`src/rtl/cpu_top.sv`:
```
// cpu_top: single-cycle 8-bit CPU running one of four built-in ROM programs.
//   clk            : system clock, all state updates on the rising edge
//   reset          : synchronous, active-high
//   switches[15:0] : [15:14] program select (sampled in reset), [13:7] B, [6:0] A
//   display_output : value last written by an OUT instruction
// program_counter: PC register, reloads the selected program base in reset.

module program_counter #(
    parameter int PC_W = 6
) (
    input  logic            clk,
    input  logic            reset,
    input  logic [1:0]      base_sel,
    input  logic            hold,
    input  logic            load,
    input  logic [PC_W-1:0] load_addr,
    output logic [PC_W-1:0] pc
);
    always_ff @(posedge clk) begin
        if (reset)
            pc <= {base_sel, {(PC_W-2){1'b0}}};
        else if (!hold)
            pc <= load ? load_addr : pc + PC_W'(1);
    end
endmodule

module cpu_top #(
    parameter int DATA_W = 8,
    parameter int PC_W   = 6
) (
    input  logic              clk,
    input  logic              reset,
    input  logic [15:0]       switches,
    output logic [DATA_W-1:0] display_output
);
    typedef enum logic [3:0] {
        OP_NOP  = 4'h0, OP_LDA = 4'h1, OP_LDB = 4'h2, OP_ADD = 4'h3,
        OP_SUB  = 4'h4, OP_AND = 4'h5, OP_OR  = 4'h6, OP_XOR = 4'h7,
        OP_MOV  = 4'h8, OP_LDI = 4'h9, OP_OUT = 4'hA, OP_BRN = 4'hB,
        OP_JMP  = 4'hC, OP_HALT = 4'hF
    } opcode_t;

    logic [PC_W-1:0]   pc;
    logic [15:0]       instruction;
    logic [3:0]        op;
    logic [2:0]        rd, rs1, rs2;
    logic [DATA_W-1:0] reg_read_data1, reg_read_data2, alu_result;
    logic [DATA_W-1:0] rf [0:7];
    logic              negative_flag, overflow, halted;
    logic              wr_en, flag_en, ovf_next;
    logic              pc_hold, pc_load;

    assign op  = instruction[15:12];
    assign rd  = instruction[11:9];
    assign rs1 = instruction[8:6];
    assign rs2 = instruction[5:3];

    // HALT holds the pc on its own address so the frozen pc points at the HALT.
    assign pc_hold = halted || (op == OP_HALT);
    assign pc_load = (op == OP_JMP) || (op == OP_BRN && negative_flag);

    program_counter #(.PC_W(PC_W)) PC (
        .clk       (clk),
        .reset     (reset),
        .base_sel  (switches[15:14]),
        .hold      (pc_hold),
        .load      (pc_load),
        .load_addr (instruction[PC_W-1:0]),
        .pc        (pc)
    );

    always_comb begin
        instruction = 16'h0000;
        case (pc)
            // sel 00: A+B
            6'd0:  instruction = 16'h1200;   // LDA r1
            6'd1:  instruction = 16'h2400;   // LDB r2
            6'd2:  instruction = 16'h3650;   // ADD r3,r1,r2
            6'd3:  instruction = 16'hA0C0;   // OUT r3
            6'd4:  instruction = 16'hF000;   // HALT
            // sel 01: A-B
            6'd16: instruction = 16'h1200;
            6'd17: instruction = 16'h2400;
            6'd18: instruction = 16'h4650;   // SUB r3,r1,r2
            6'd19: instruction = 16'hA0C0;
            6'd20: instruction = 16'hF000;
            // sel 10: A^B
            6'd32: instruction = 16'h1200;
            6'd33: instruction = 16'h2400;
            6'd34: instruction = 16'h7650;   // XOR r3,r1,r2
            6'd35: instruction = 16'hA0C0;
            6'd36: instruction = 16'hF000;
            // sel 11: max(A,B); operands are 7-bit so A-B never overflows
            6'd48: instruction = 16'h1200;
            6'd49: instruction = 16'h2400;
            6'd50: instruction = 16'h4650;   // SUB r3,r1,r2
            6'd51: instruction = 16'hB036;   // BRN 54
            6'd52: instruction = 16'hA040;   // OUT r1
            6'd53: instruction = 16'hF000;
            6'd54: instruction = 16'hA080;   // OUT r2
            6'd55: instruction = 16'hF000;
            default: instruction = 16'h0000;
        endcase
    end

    assign reg_read_data1 = (rs1 == 3'd0) ? '0 : rf[rs1];
    assign reg_read_data2 = (rs2 == 3'd0) ? '0 : rf[rs2];

    always_comb begin
        alu_result = '0;
        wr_en      = 1'b1;
        flag_en    = 1'b0;
        ovf_next   = 1'b0;
        case (op)
            OP_LDA: alu_result = {{(DATA_W-7){1'b0}}, switches[6:0]};
            OP_LDB: alu_result = {{(DATA_W-7){1'b0}}, switches[13:7]};
            OP_ADD: begin
                alu_result = reg_read_data1 + reg_read_data2;
                flag_en    = 1'b1;
                ovf_next   = (reg_read_data1[DATA_W-1] == reg_read_data2[DATA_W-1]) &&
                             (alu_result[DATA_W-1] != reg_read_data1[DATA_W-1]);
            end
            OP_SUB: begin
                alu_result = reg_read_data1 - reg_read_data2;
                flag_en    = 1'b1;
                ovf_next   = (reg_read_data1[DATA_W-1] != reg_read_data2[DATA_W-1]) &&
                             (alu_result[DATA_W-1] != reg_read_data1[DATA_W-1]);
            end
            OP_AND: alu_result = reg_read_data1 & reg_read_data2;
            OP_OR:  alu_result = reg_read_data1 | reg_read_data2;
            OP_XOR: alu_result = reg_read_data1 ^ reg_read_data2;
            OP_MOV: alu_result = reg_read_data1;
            OP_LDI: alu_result = instruction[DATA_W-1:0];
            default: wr_en = 1'b0;
        endcase
    end

    always_ff @(posedge clk) begin
        if (reset) begin
            for (int i = 0; i < 8; i++)
                rf[i] <= '0;
            negative_flag  <= 1'b0;
            overflow       <= 1'b0;
            display_output <= '0;
            halted         <= 1'b0;
        end else if (!halted) begin
            if (wr_en && rd != 3'd0)
                rf[rd] <= alu_result;
            if (flag_en) begin
                negative_flag <= alu_result[DATA_W-1];
                overflow      <= ovf_next;
            end
            if (op == OP_OUT)
                display_output <= reg_read_data1;
            if (op == OP_HALT)
                halted <= 1'b1;
        end
    end
endmodule

```
`config.mk`:
```
export PLATFORM = sky130hd
export DESIGN_NAME = cpu_top
export DESIGN_NICKNAME = d
export VERILOG_FILES = /design/src/rtl/cpu_top.sv
export SDC_FILE = /design/constraint.sdc
export NUM_CORES = 1
export LEC_CHECK = 0
export ABC_AREA = 1
export CORE_ASPECT_RATIO = 0.5
export CORE_MARGIN = 8
export CORE_UTILIZATION = 33
export CTS_BUF_LIST = sky130_fd_sc_hd__clkbuf_8 sky130_fd_sc_hd__clkbuf_16
export DETAILED_ROUTE_END_ITERATION = 16
export SETUP_SLACK_MARGIN = 0.2
export SLEW_MARGIN = 20
export SYNTH_ARGS = -nofsm -noshare
export SYNTH_HDL_FRONTEND = slang
export SYNTH_HIERARCHICAL = 1
export SYNTH_SLANG_ARGS = --single-unit
```
`constraint.sdc`:
```
create_clock -name clk -period 7.9 [get_ports clk]
set_input_delay 2.37 -clock clk [delete_from_list [all_inputs] [get_ports clk]]
set_output_delay 2.37 -clock clk [all_outputs]
set_load 0.02 [all_outputs]
```
==> results.json <==
{
  "outcome": "finished clean",
  "ys_top_cells_by_area": "edfxtp_1 24%, nand2_1 10%, ha_1 9.5%",
  "min_path_type": "reg2reg",
  "grt_pass1_wl_mm": 16.6,
  "crit_type": "in2reg",
  "vias": 3343,
  "area_growth_pct": 14.7,
  "synthArstFlopShare": 0,
  "relSlewSlack": 0.549,
  "crit_required_ns": 7.87,
  "dieArea_sq_um": 15500,
  "drt-total-wl_mm": 10.2,
  "hold_violations": 0,
  "insertion_delay_ns": 0.29,
  "io_pins": 26,
  "power_frac_comb": 0.674,
  "cts.sinks": 45,
  "gr-usage-met2": 0.210,
  "tns_ns": 0,
  "rsz0062_at_grt": "false",
  "max_cap_violations": 0,
  "syn_area_sq_um": 3830,
  "seq_power_share": 0.200,
  "dp_cells": 668,
  "row_count": 27,
  "synth.avg_cell_area_sq_um": 7.68,
  "tritoncts": "yes",
  "grt_util_met3": 0.0308,
  "antenna_left": 0,
  "grt_start_max_net_pins": 19,
  "post_cts_resized": 0,
  "skew_ns": 0.0102,
  "vdd_drop_max_uv": 151,
  "synth_seq_cells": 45,
  "yosys.area.top_type": "edfxtp_1",
  "min_period_ns": 4.42,
  "path_max_fanout": 13,
  "dr.pass1.iters": 5,
  "syn-instance-count": 499,
  "clk_pin_slew_worst_paths_ns": 0.06,
  "cts_hold_buffers": 0,
  "die_w_microns": 168,
  "max_freq_ghz": 0.226,
  "wl_per_cell_microns": 15.1,
  "dpl.hpwl_mm": 8.19,
  "antenna_found_initial": 0,
  "cts_setup_buffers": 0,
  "post-place-ws_ns": 3.24,
  "power_switching_share": 0.533,
  "finalSetupViolCount": 0,
  "ys_warn_count": 6,
  "timing.hold.ws_ns": 0.528,
  "p_int_uw": 858,
  "portBuffers": 25,
  "insertedDiodeCount": 0,
  "p_switching_uw": 980,
  "grt_util_met1": 0.185,
  "gp_congestion": 0.873,
  "layout_setup_ws_ns": 3.48,
  "crit_arrival_ns": 4.39,
  "final_nets": 578,
  "ys.flop_type": "edfxtp_1",
  "grt_use_total": 0.134,
  "ff2ff_setup_slack_ns": 3.51,
  "synth.most_common_cell": "nand2_1",
  "clock_path_buffers": 2,
  "synth_edf_count": 31,
  "finalPower_mw": 1.84,
  "clkPwrFrac": 0.126,
  "htree_levels": 2,
  "layout-drive-gt1-share": 0.153,
  "yosysTopAreaCellShare": 0.243,
  "overflow": 0,
  "core_area_sq_um": 11100,
  "top_usage_layer": "met2",
  "via_per_inst": 4.95,
  "powerDensity_nw_per_um2": 418,
  "yosysSeqAreaShare": 0.316,
  "min_period_over_period": 0.560,
  "drcViolationCount": 0,
  "final_cells": 676,
  "cp-end-kind": "register",
  "grt_pass1_vias": 3129,
  "worstMarginPinSlew_ns": 0.670,
  "synth_common_cells": "103 x nand2_1, 65 x inv_1, 49 x nor2_1",
  "cts_buffers": 5,
  "critPathLaunchType": "input port",
  "drt_iter0_drc": 278,
  "p_leak_nw": 2.02,
  "initial_core_util": 0.344,
  "drv_slew": 0,
  "die-height_microns": 92.2,
  "cts-root-buf": "clkbuf_16",
  "synth_cell_types": 51
}
==> state kept, by name (all words and copies together), names as in the netlist <==
| signal | cells |
|---|---|
| halted | 1 |
| negative_flag | 1 |
| rf | 29 |
| display_output | 8 |
| PC/pc | 6 |
==> stage by stage <==
stage | util | instance area [sq um]
2_1_floorplan | - | 3860
3_3_place_gp | 0.379 | 4230
3_5_place_dp | 0.379 | 4230
4_1_cts | 0.394 | 4400
5_1_grt | 0.394 | 4400
6_report | 0.394 | 4400
==> power by group through the flow <==
stage                     combinational [mW]  sequential, mW  clock, mW
after floorplan                        0.933           0.361          0
after global placement                  1.23           0.373          0
after detailed placement                1.22           0.370          0
after CTS                               1.23           0.366      0.234
after global routing                    1.39           0.373      0.243
final                                   1.24           0.367      0.232
==> per-layer routing <==
metal,up-vias,part of all wire
li1,1707,-
met1,1543,0.49
met2,82,0.43
met3,11,0.065
met4,0,0.011
met5,-,0
==> worst max-delay path, cell delays in order <==
cell and delay, ns:
clkdlybuf4s50_1 0.68, inv_1 0.47, nand3_2 0.14, nor2_2 0.19, inv_2 0.07, nor2_4 0.12
inv_2 0.08, nand2_1 0.26
==> path summary, 6_finish.rpt <==
check,from,end,depth (start not counted)
worst max-delay path,reset,rf[1][2],8
worst min register to register,display_output[6],display_output[6],2
worst min-delay path,display_output[6],display_output[6],2
worst max register to register,PC/pc[0],rf[3][6],24
==> cells in the final DEF (no fill, tap or decap), types with 10 or more instances in the layout <==
cell type / Yosys / final
nand3_1: 39 / 39
edfxtp_1: 31 / 31
dfxtp_1: 14 / 14
inv_1: 65 / 65
ha_1: 29 / 29
o21ai_0: 19 / 19
inv_2: 15 / 15
a21oi_1: 21 / 21
nor2_2: 10 / 10
nor2_1: 49 / 49
clkdlybuf4s50_1: 0 / 25
nand2_1: 103 / 103
==> cell type report <==
| class | instances | area, sq um |
|---|---|---|
| fill | 1144 | 6750 |
| clock inverter | 2 | 18.8 |
| tap | 145 | 181 |
| clock buffer | 6 | 150 |
| inverter | 81 | 305 |
| timing repair buffer | 25 | 250 |
| sequential | 45 | 1210 |
| multi-input combinational | 372 | 2280 |
==> kinds of logic after synthesis <==
family                   after synthesis  share of synthesized area
AND/OR/NAND/NOR                      237                      0.305
AO/OA/AOI/OAI                         89                      0.162
buffers and inverters                 88                     0.0953
flip-flops                            45                      0.316
adder cells (fa/ha/maj)               30                     0.0999
XOR/XNOR                               9                     0.0206
other                                  1                   0.000978
No activity file was read; power rests on OpenSTA's default activity.
